## config.mk

```make
export PLATFORM = sky130hd
export DESIGN_NAME = aabb_overlap
export DESIGN_NICKNAME = d
export VERILOG_FILES = /design/src/rtl/object_collision_checker_pkg.sv /design/src/rtl/object_collision_checker_overlap.sv
export SDC_FILE = /design/constraint.sdc
export NUM_CORES = 1
export LEC_CHECK = 0
export ABC_AREA = 0
export CAP_MARGIN = 10
export CORE_MARGIN = 2
export CORE_UTILIZATION = 29
export DETAILED_ROUTE_END_ITERATION = 8
export GPL_TIMING_DRIVEN = 0
export MAX_ROUTING_LAYER = met4
export SYNTH_ARGS = -nofsm -noshare
export SYNTH_HDL_FRONTEND = slang
export SYNTH_SLANG_ARGS = --single-unit
```

## constraint.sdc

```tcl
create_clock -name vclk -period 4.6
set_clock_uncertainty 0.2 [all_clocks]
set_input_delay 0.92 -clock vclk [all_inputs]
set_output_delay 0.92 -clock vclk [all_outputs]
set_load 0.005 [all_outputs]
```

## src/rtl/object_collision_checker_pkg.sv

```systemverilog
// Shared record layout for the object table: field positions, widths and type codes.
// The object table, player updater and collision checker all unpack records through here.
package object_collision_checker_pkg;

    localparam int DATALEN = 38;
    localparam int TYPELEN = 2;
    localparam int XYLEN   = 10;
    localparam int WHLEN   = 8;
    localparam int NUM_OBJ = 8;
    localparam int IDXLEN  = 3;
    localparam int TIMEOUT = 15;
    localparam int WCNTLEN = $clog2(TIMEOUT);

    localparam int TYPE_LSB = 0;
    localparam int X_LSB    = 2;
    localparam int Y_LSB    = 12;
    localparam int W_LSB    = 22;
    localparam int H_LSB    = 30;

    localparam logic [TYPELEN-1:0] TYPE_EMPTY  = 2'd0;
    localparam logic [TYPELEN-1:0] TYPE_PLAYER = 2'd3;

    typedef struct packed {
        logic [XYLEN-1:0] x;
        logic [XYLEN-1:0] y;
        logic [WHLEN-1:0] w;
        logic [WHLEN-1:0] h;
    } box_t;

    typedef enum logic [2:0] {
        S_IDLE,
        S_REQ,
        S_WAIT,
        S_CMP,
        S_DONE
    } state_t;

    function automatic box_t rec_to_box(input logic [DATALEN-1:0] rec);
        box_t b;
        b.x = rec[X_LSB +: XYLEN];
        b.y = rec[Y_LSB +: XYLEN];
        b.w = rec[W_LSB +: WHLEN];
        b.h = rec[H_LSB +: WHLEN];
        return b;
    endfunction

    function automatic logic [TYPELEN-1:0] rec_type(input logic [DATALEN-1:0] rec);
        return rec[TYPE_LSB +: TYPELEN];
    endfunction

endpackage

```

## src/rtl/object_collision_checker_overlap.sv

```systemverilog
// Combinational axis-aligned bounding-box overlap between two boxes.
// Edges that merely touch do not overlap, and a zero-sized box never overlaps anything.
module aabb_overlap
    import object_collision_checker_pkg::*;
(
    input  box_t a_i,
    input  box_t b_i,
    output logic overlap_o
);
    localparam int PAD = XYLEN + 1 - WHLEN;

    // Far edges carry one extra bit so x+w never wraps at the screen edge.
    logic [XYLEN:0] a_x0, a_y0, b_x0, b_y0;
    logic [XYLEN:0] a_x1, a_y1, b_x1, b_y1;
    logic           nonzero;

    assign a_x0 = {1'b0, a_i.x};
    assign a_y0 = {1'b0, a_i.y};
    assign b_x0 = {1'b0, b_i.x};
    assign b_y0 = {1'b0, b_i.y};

    assign a_x1 = a_x0 + {{PAD{1'b0}}, a_i.w};
    assign a_y1 = a_y0 + {{PAD{1'b0}}, a_i.h};
    assign b_x1 = b_x0 + {{PAD{1'b0}}, b_i.w};
    assign b_y1 = b_y0 + {{PAD{1'b0}}, b_i.h};

    assign nonzero = (a_i.w != '0) && (a_i.h != '0) && (b_i.w != '0) && (b_i.h != '0);

    assign overlap_o = nonzero
                     && (a_x0 < b_x1) && (b_x0 < a_x1)
                     && (a_y0 < b_y1) && (b_y0 < a_y1);

endmodule

```

Word level (Yosys, flattened, before mapping)
Cells that the tools add are included.
- order comparisons: 4
- $add $sub $neg: 4
- reduce and logical (&&, ||, !) cells: 11
- operator list (operator ; count):
    $add A10 B8 Y11 ; 4
    $lt A10 B11 Y1 ; 4
    $reduce_bool A8 Y1 ; 4
    $logic_and A1 B1 Y1 ; 7
- bits in registers: 0
- word-level logic and storage cells: 19

Depth between registers and ports, before layout
- word-level depth: 8
- depth in mapped cells: 14
- gate-level depth less buffers: 14

Worst setup path after synthesis
No wires, ideal clock.
- kind: input to output
- start point: in b_i[0] (netlist name)
- end point: out overlap_o
- setup slack: 0.180 ns
- stages on the path: 12
- buffers on the path: 0
- data arrival time: 3.300 ns
- cells stage by stage: ha_1 > fa_1 > a21oi_2 > nor2_1 > a211o_1 > o31a_1 > xnor2_1 > ha_1 > a21o_1 > a21oi_1 > a32oi_1 > nor4b_2
- word-level cells in the longest chain between the ends: 6
- RTL lines (element ; RTL line ; RTL):
    start, declared ; object_collision_checker_overlap.sv:7 ; input box_t b_i,
    parallel branches: the longest is 4 deep, another holds $add A10 B8 Y11 ; -- ;
    $logic_and A1 B1 Y1 * (2 in a row) ; object_collision_checker_overlap.sv:31 ; && (a_y0 < b_y1) && (b_y0 < a_y1);
    end, declared ; object_collision_checker_overlap.sv:8 ; output logic overlap_o
Mark *: on every way between the ends.

Worst setup path after layout
- start point: in b_i[13] (netlist name)
- end point: out overlap_o
- word-level cells in the longest chain between the ends: 7
- RTL lines (element ; RTL line ; RTL):
    parallel branches: the longest is 3 deep, another holds $add A10 B8 Y11 ; -- ;
    $logic_and A1 B1 Y1 * (2 in a row) ; object_collision_checker_overlap.sv:30 ; && (a_x0 < b_x1) && (b_x0 < a_x1)
    $logic_and A1 B1 Y1 * (2 in a row) ; object_collision_checker_overlap.sv:31 ;
Marked as above.

==> out/metrics.cfg <==
[synthesis]
synth_seq_area_share_pct=0
syn_inst=276
syn_area_per_cell_um2=8.13
synth_top_area_cell=ha_1
syn-num-nets=420
synthTopCellsByArea=ha_1, xor2_1, a21oi_1
yosys_warnings=0
synth_top_area_share_pct=37.9
synth.distinct_cells=39
synth_area_mm2=0.00224

[worst_setup_path]
cp.depth=12
crit_buf_inv=2
critPathLaunchType=input port
critPathMaxStageDelay_ns=0.49
crit_type=input port to output port
path_cells=clkdlybuf4s50_1 > ha_2 > and2_1 > a311oi_2 > xor2_1 > ha_2 > o21ai_0 > nand2b_1 > o2111ai_2 > a32oi_1 > nor4b_2 > buf_2
critPathRequiredTime_ns=3.48
cp.arrival_ns=3.53
end_kind=output port
cp_common_cell=ha_2
critPathTopFamily=buffers and inverters
cp_slowest_cell=clkdlybuf4s50_1
cp_max_fo=4

[sta]
fin_tns_setup_ns=-0.0499
period_minus_slack_ns=4.65
rsz0062_at_grt=true
max_slew_margin_pct=71.1
fmax_ghz=0.215
tightestPinTransition_ns=0.430
layout_setup_ws_ns=-0.0499
timing.final.crit_share_pct=101
setup_viol=1
final_max_slew_viol_count=0
final-hold-violation-count=0

[global_route]
grt_pass1_vias=2546
grt_util_all_layers_pct=16.1
grt-ovfl-total=0
grt_pass1_wl_um=11200
antenna_found_initial=0
grt_max_degree=7

[routing]
vias=2474
drt_iter0_drc=31
dr.pass1.iters=4
final_antenna_net_count=0
drc=0
vias_per_cell=5.18
wl_per_cell_um=14.4
totalWireLength_um=6900

[floorplan]
die_width_um=92.0
die_height_um=92.0
dieArea_mm2=0.00846
pin_count=73
rows=32
core_mm2=0.00761
initial_core_util_pct=29.5

[cells_and_area]
seq_area_um2=0
seq_cells=0
drive_gt1_share_pct=29.5
fillers=763
diodes=0
fin_cells=478
finalNetCount=522
nClkBuffers=0
final_util_pct=47.3
synthToLayoutAreaGrowth_pct=60.4

[min_path]
whs_path_depth=7
holdCritPathClass=input port to output port

[power_and_ir_drop]
total_power_mw=0.529
power.density_mw_per_mm2=147
combPwrFrac_pct=100.0
internal_power_mw=0.276
seqPwrFrac_pct=0
leakagePower_nw=1.58
power.switching_mw=0.253
swShare_pct=47.8
clock_power_share_pct=0
ir_drop_uv=76.4

[placement]
numPortBuffers=73
dp_hpwl_um=5510
gp_congestion=0.795
dpl.cell_count=451

[clock_tree]
hold_buffers=0

[run_status]
status=finished, violations left
violations=negative setup slack

[job]
drv_cap=0

-- cell type report --
class	instances	area, um2	area share [%]
tap	102	128	3.55
multi-input combinational	266	2570	71.5
timing repair buffer	100	862	24.0
inverter	10	37.5	1.04
-- through the flow --
stage	worst slack (ns)	hold WS, ns	instance area (um2)
2_1_floorplan	0.180	1.89	2240
3_3_place_gp	-1.03	2.88	3100
3_5_place_dp	-1.03	2.89	3100
4_1_cts	-0.105	2.47	3460
5_1_grt	-0.192	2.48	3600
6_report	-0.0499	2.38	3600
-- kinds of logic after synthesis --
logic type / Yosys count / synth area share (%)
AO/OA/AOI/OAI: 87 / 26.3
AND/OR/NAND/NOR: 75 / 18.0
adder cells (fa/ha/maj): 72 / 41.5
XOR/XNOR: 32 / 12.5
buffers and inverters: 10 / 1.67
-- power by group through the flow --
stage | clock, mW | combinational, mW | sequential [mW]
global route | 0 | 0.591 | 0
detailed placement | 0 | 0.426 | 0
finish | 0 | 0.529 | 0
floorplan | 0 | 0.278 | 0
CTS | 0 | 0.485 | 0
global placement | 0 | 0.416 | 0
-- path summary, 6_finish.rpt --
path                  startpoint   endpoint  slack [ns]
worst max-delay path     b_i[13]  overlap_o       -0.05
worst min-delay path      a_i[0]  overlap_o        2.38
-- placed cells by master (no fill, tap or decap), types with 3 or more instances in the layout --
master,count
o21ai_2,4
nor2b_1,3
a21oi_2,14
xor2_1,17
buf_6,4
clkdlybuf4s50_1,26
xnor2_1,15
a21o_1,9
a21oi_1,17
clkbuf_2,10
o21a_1,4
ha_4,14
nor3_1,5
fa_2,4
dlygate4sd2_1,26
nand2b_1,5
nand2_1,18
o21ai_0,5
buf_4,27
nor2_1,10
o21bai_1,6
ha_1,48
o21ai_1,3
inv_2,3
a41oi_2,3
nand4_1,4
nor4_1,8
o211a_1,4
ha_2,6
inv_1,7
nand3_1,10
-- what timing repair did --
action | CTS | global route
pin swaps | 53 | 59
setup endpoints to repair | 1 | 1
resized for setup | 134 | 41
buffers inserted | 18 | 9
-- synth_stat cells, types with 3 or more instances --
library cell and n:
o21ai_0 11, nand4_1 4, o211a_1 4, fa_1 4, o21bai_1 7, nor3_1 7, a32oi_1 3, a41oi_1 4
inv_1 10, a21oi_2 3, xnor2_1 15, nor4_1 8, nand3_1 10, a21o_1 9, o21a_1 4, or3_1 3
ha_1 68, nor2_1 10, nor2b_1 3, nand2_1 18, nand2b_1 5, xor2_1 17, a21oi_1 29
-- per-layer routing --
layer	vias up	routed length [um]	track usage (%)	part of all wire (%)
met5	-	0	-	0
met4	0	46	1.87	0.67
met3	4	267	0.740	3.9
met2	61	3640	31.5	53
met1	1138	2950	18.6	43
li1	1271	-	-	-
No activity file was read; power rests on OpenSTA's default activity.
